===== src/rtl/cfr_peak_alloc.sv =====
// Peak allocator: qualifies peak-detector output against the clipping threshold and
// dispatches each excess pulse to the lowest-index free CPG, tracking busy windows and stats.
module cfr_peak_alloc #(
    parameter int DATA_WIDTH = 16,
    parameter int ITERATIONS = 7,
    parameter int NUM_CPG    = 4,
    parameter int PULSE_LEN  = 64,
    parameter int CNT_WIDTH  = 16
) (
    input  logic                  clk,
    input  logic                  rst_n,
    input  logic [DATA_WIDTH:0]   peak_r,
    input  logic [ITERATIONS:0]   peak_theta,
    input  logic                  peak_phase,
    input  logic                  peak_valid,
    input  logic                  ctrl_enable,
    input  logic [DATA_WIDTH:0]   ctrl_clipping_threshold,
    input  logic                  stat_clear,
    output logic [NUM_CPG-1:0]    cpg_start,
    output logic [DATA_WIDTH:0]   cpg_scale,
    output logic [ITERATIONS:0]   cpg_theta,
    output logic                  cpg_phase,
    output logic [NUM_CPG-1:0]    cpg_busy,
    output logic [CNT_WIDTH-1:0]  stat_peaks,
    output logic [CNT_WIDTH-1:0]  stat_drops
);

    localparam int                   BW      = $clog2(PULSE_LEN + 1);
    localparam logic [BW-1:0]        RELOAD  = BW'(PULSE_LEN);
    localparam logic [CNT_WIDTH-1:0] CNT_MAX = '1;

    logic                  s1_valid_q,  s1_valid_d;
    logic [DATA_WIDTH:0]   s1_excess_q, s1_excess_d;
    logic [ITERATIONS:0]   s1_theta_q,  s1_theta_d;
    logic                  s1_phase_q,  s1_phase_d;

    logic [BW-1:0]         cnt_q [NUM_CPG];
    logic [BW-1:0]         cnt_d [NUM_CPG];
    logic [NUM_CPG-1:0]    start_q, start_d;
    logic [NUM_CPG-1:0]    busy_q,  busy_d;
    logic [DATA_WIDTH:0]   scale_q, scale_d;
    logic [ITERATIONS:0]   theta_q, theta_d;
    logic                  phase_q, phase_d;
    logic [CNT_WIDTH-1:0]  peaks_q, peaks_d;
    logic [CNT_WIDTH-1:0]  drops_q, drops_d;
    logic                  alloc_found;

    // Excess is only meaningful when qualified, where peak_r > threshold rules out wrap.
    always_comb begin
        s1_valid_d  = peak_valid & ctrl_enable & (peak_r > ctrl_clipping_threshold);
        s1_excess_d = peak_r - ctrl_clipping_threshold;
        s1_theta_d  = peak_theta;
        s1_phase_d  = peak_phase;
    end

    // A CPG whose counter reads 1 finishes this cycle, so it can be reloaded without a gap.
    always_comb begin
        // NOTE: every output of this block gets a default first so no path leaves it unassigned (no latches).
        start_d     = '0;
        scale_d     = '0;
        theta_d     = '0;
        phase_d     = 1'b0;
        alloc_found = 1'b0;
        for (int k = 0; k < NUM_CPG; k++) begin
            cnt_d[k] = (cnt_q[k] != '0) ? cnt_q[k] - BW'(1) : '0;
            if (s1_valid_q && !alloc_found && (cnt_q[k] <= BW'(1))) begin
                alloc_found = 1'b1;
                start_d[k]  = 1'b1;
                cnt_d[k]    = RELOAD;
            end
        end
        if (alloc_found) begin
            scale_d = s1_excess_q;
            theta_d = s1_theta_q;
            phase_d = s1_phase_q;
        end
        for (int k = 0; k < NUM_CPG; k++) begin
            busy_d[k] = (cnt_d[k] != '0);
        end

        peaks_d = peaks_q;
        drops_d = drops_q;
        if (stat_clear) begin
            peaks_d = '0;
            drops_d = '0;
        end else if (s1_valid_q) begin
            if (peaks_q != CNT_MAX) peaks_d = peaks_q + CNT_WIDTH'(1);
            if (!alloc_found && (drops_q != CNT_MAX)) drops_d = drops_q + CNT_WIDTH'(1);
        end
    end

    // NOTE: state uses non-blocking assignments so all flops update together at the edge.
    always_ff @(posedge clk or negedge rst_n) begin
        if (!rst_n) begin
            s1_valid_q  <= 1'b0;
            s1_excess_q <= '0;
            s1_theta_q  <= '0;
            s1_phase_q  <= 1'b0;
            start_q     <= '0;
            busy_q      <= '0;
            scale_q     <= '0;
            theta_q     <= '0;
            phase_q     <= 1'b0;
            peaks_q     <= '0;
            drops_q     <= '0;
            // NOTE: the busy counters are cleared on reset so any in-flight pulse is abandoned.
            for (int k = 0; k < NUM_CPG; k++) cnt_q[k] <= '0;
        end else begin
            s1_valid_q  <= s1_valid_d;
            s1_excess_q <= s1_excess_d;
            s1_theta_q  <= s1_theta_d;
            s1_phase_q  <= s1_phase_d;
            start_q     <= start_d;
            busy_q      <= busy_d;
            scale_q     <= scale_d;
            theta_q     <= theta_d;
            phase_q     <= phase_d;
            peaks_q     <= peaks_d;
            drops_q     <= drops_d;
            for (int k = 0; k < NUM_CPG; k++) cnt_q[k] <= cnt_d[k];
        end
    end

    assign cpg_start  = start_q;
    assign cpg_scale  = scale_q;
    assign cpg_theta  = theta_q;
    assign cpg_phase  = phase_q;
    assign cpg_busy   = busy_q;
    assign stat_peaks = peaks_q;
    assign stat_drops = drops_q;

endmodule


===== config.mk =====
export PLATFORM = sky130hd
export DESIGN_NAME = cfr_peak_alloc
export DESIGN_NICKNAME = d
export VERILOG_FILES = /design/src/rtl/cfr_peak_alloc.sv
export SDC_FILE = /design/constraint.sdc
export NUM_CORES = 1
export LEC_CHECK = 0
export ABC_AREA = 1
export CAP_MARGIN = 15
export CORE_AREA = 4 4 131 133
export CTS_BUF_LIST = sky130_fd_sc_hd__clkbuf_4 sky130_fd_sc_hd__clkbuf_8
export DETAILED_ROUTE_END_ITERATION = 16
export DIE_AREA = 0 0 135 137
export PLACE_DENSITY = 0.73
export SYNTH_ARGS = -nofsm -noshare
export SYNTH_HDL_FRONTEND = slang
export SYNTH_SLANG_ARGS = --single-unit

===== constraint.sdc =====
create_clock -name clk -period 5.2 [get_ports clk]
set_input_delay 1.04 -clock clk [delete_from_list [all_inputs] [get_ports clk]]
set_output_delay 1.04 -clock clk [all_outputs]
set_load 0.02 [all_outputs]

==> reports/summary.md <==
## Outcome
- completed — result of the run

## Timing
- 0 ns — Setup Total Neg Slack
- no — unrepaired setup endpoints after global routing
- 0 — count of final setup violators
- 0 — fin. max-slew vios
- 47.67% — max-slew headroom at the worst pin
- 0 — number of hold violations in the final report
- 371.0 MHz — maximum clock rate
- 0.7849 ns — slew at the pin with the worst max-slew slack
- 0.4663 ns — worst hold margin
- 0.01126 ns — worst clock skew on the final layout
- 51.83% — final clock period utilization by the worst path
- 2.695 ns — Period minus WS final

## Clock network
- 0 — hold-fix buffer count after cts
- 0.07 ns — CTS clk-pin slew, worst paths
- 121 — count of clock tree sinks
- 0.45 ns — Skew-Pair Late Insertion Delay
- 0 — post-cts resize count
- 4 — H-tree depth
- 17 — cts bufs inserted
- clkbuf_8 — root buffer cell
- done — CTS tree
- 2 — deepest clock path buffer count
- 0 — buffer count from post-CTS setup fixing

## Logic synthesis
- 0 — total of warnings raised by yosys
- dfrtp_1 (46%), nand2_1 (9.7%), inv_1 (7.4%) — Synth area leaders
- 45.98% — post-synthesis sequential area ratio
- 8.080 sq um — mean instance size in the synthesized netlist
- dfrtp_1 — leading register cell type out of synthesis
- 893 — number of nets in the synthesized netlist
- nand2_1 — most frequent cell after synthesis
- 6585 sq um — mapped cell area
- 43 — number of library cell types mapped by synthesis
- 0 — number of synthesized flops with an enable pin
- 100.0% — share of flip-flops with an asynchronous set or reset
- nand2_1 (170), inv_1 (129), dfrtp_1 (121) — most common library cells after synthesis
- 121 — Synth Register Bits
- 45.98% — portion of synthesized cell area occupied by the leading cell type
- dfrtp_1 — Synth area leader
- 815 — post-synthesis cell count

## Place
- 11050 um — HPWL reported at the end of detailed placement
- 1134 — total instance count after detailed placement
- 113 — count of input and output buffers
- 0.8996 — Placer Congestion
- 7934 sq um — Placed Area

## Floorplan
- 15830 sq um — core region area
- 114 — number of top-level pins
- 18500 sq um — total die area
- 46 — Core Rows
- 41.60% — Initial Util
- 137 um — die height
- 135 um — die width

## Power
- 0.1797 mV — worst vdd ir
- 358.1 nW/um^2 — power per cell area
- 4.203 nW — leakage power of the design
- 0.002984 W — post-layout power

## Worst setup path
- 5.53 ns — CP required
- register — Crit. End Element
- 3.02 ns — crit path DAT
- in2reg — type of the setup path with the least slack
- 44 — maximum fanout along the worst path
- input pin — CP Launch Type

## Layout
- 8334 sq um — Post-Layout Inst Area
- 1015 — final net count
- 0 — number of inserted diodes
- 1166 — post-layout instance count excluding filler cells
- 8.316% — share of post-route cells with drive strength above 1
- 26.56% — post-synthesis to final-layout area growth

## Route
- 276 — Detailed Route Iter0 Violations
- 5 — number of optimization iterations in the first detailed-route pass
- 12.38 um — post-DR wirelength/cell
- 0 — Residual DRC
- 0 — Final ANT Viol Nets
- 4.752 — via count normalized by instance count
- 14440 um — wire length reported by the detailed router
- 5541 — vias after detailed routing

## Global route
- 66 — pin count of the biggest net entering global routing
- 16.28% — total routing usage reported by global routing
- 0 — overflow left after global routing
- 5286 — vias in the first global route
- 0 — number of antenna violations at the first check in global routing
- 24140 um — first-pass GRT wire length

## Flow run
- 0 — Max Cap Violations

## Hold path
- reg2reg — path class of the lowest-slack min-delay path

critical path, cell delays in order:
cell and delay [ns]:
clkdlybuf4s50_1 0.53, inv_2 0.56, nand4_1 0.19, nand2_2 0.29, inv_2 0.19, nand4_1 0.12, o21ai_1 0.09
cell usage in the layout (no fill, tap or decap), types with 3 or more instances in the layout:
master | netlist | routed
dfrtp_1 | 121 | 121
or2_2 | 3 | 3
ha_1 | 29 | 29
nor2_2 | 5 | 5
nand3_4 | 3 | 3
nand3_1 | 54 | 54
o21bai_1 | 3 | 3
nand2_2 | 7 | 7
nand2_1 | 170 | 170
clkdlybuf4s50_1 | 0 | 112
inv_2 | 15 | 15
buf_4 | 2 | 3
xnor2_1 | 9 | 9
nand4_1 | 32 | 32
a21oi_1 | 24 | 24
nand3b_1 | 6 | 6
nor2_1 | 102 | 102
o21ai_0 | 15 | 15
xor2_1 | 28 | 28
inv_6 | 0 | 5
o31ai_1 | 4 | 4
o21ai_1 | 9 | 9
clkinv_4 | 0 | 3
inv_1 | 129 | 129
clkbuf_8 | 0 | 17
nor3_1 | 14 | 14
registers in the layout, indices dropped and copies added, names as in the netlist, 8 cells and up:
name         count
s1_excess_q     17
cpg_theta        8
stat_peaks      16
stat_drops      16
cnt_q           28
cpg_scale       17
s1_theta_q       8
area by class of cell:
| class | count | area [sq um] |
|---|---|---|
| clock buffer | 17 | 234.0 |
| clock inverter | 15 | 166.4 |
| fill | 1506 | 7493 |
| inverter | 144 | 540.5 |
| multi-input combinational | 538 | 2952 |
| sequential | 121 | 3028 |
| tap | 216 | 270.3 |
| timing repair buffer | 115 | 1144 |
cells by family after synthesis:
logic type,share of synthesized area [%]
adder cells (fa/ha/maj),5.814
flip-flops,45.98
AND/OR/NAND/NOR,28.71
AO/OA/AOI/OAI,5.377
XOR/XNOR,4.921
buffers and inverters,9.196
report_power, final:
group          switching, W  internal (W)
combinational      0.000558      0.000368
clock              0.000412      0.000435
sequential         0.000103       0.00111
through the flow:
| stage | worst slack (ns) | utilization (%) |
|---|---|---|
| after detailed placement | 2.049 | 50.13 |
| after global routing | 2.400 | 52.66 |
| final | 2.505 | 52.66 |
| after global placement | 2.076 | 50.13 |
| after floorplan | 2.749 | - |
| after CTS | 2.528 | 52.66 |
layer usage:
metal,routed length (um),vias up,share of wire [%],GRT usage [%]
met4,254,0,1.8,5.431
met3,1120,27,7.8,5.588
met2,6852,170,47,27.43
met1,6206,2528,43,19.62
li1,-,2816,-,-
met5,0,-,0,0
worst paths after layout:
check                                start             end  slack (ns)  depth (start not counted)
hold reg to reg            s1_excess_q[11]   cpg_scale[11]        0.47                          2
max in group asynchronous            rst_n       cnt_q[12]        3.63                          2
min in group asynchronous            rst_n   stat_peaks[1]        0.68                          1
setup reg to reg             stat_drops[0]   stat_drops[4]        3.10                          9
setup / recovery                stat_clear  stat_peaks[13]        2.50                          7
hold / removal             s1_excess_q[11]   cpg_scale[11]        0.47                          2
No activity file was read; power rests on OpenSTA's default activity.
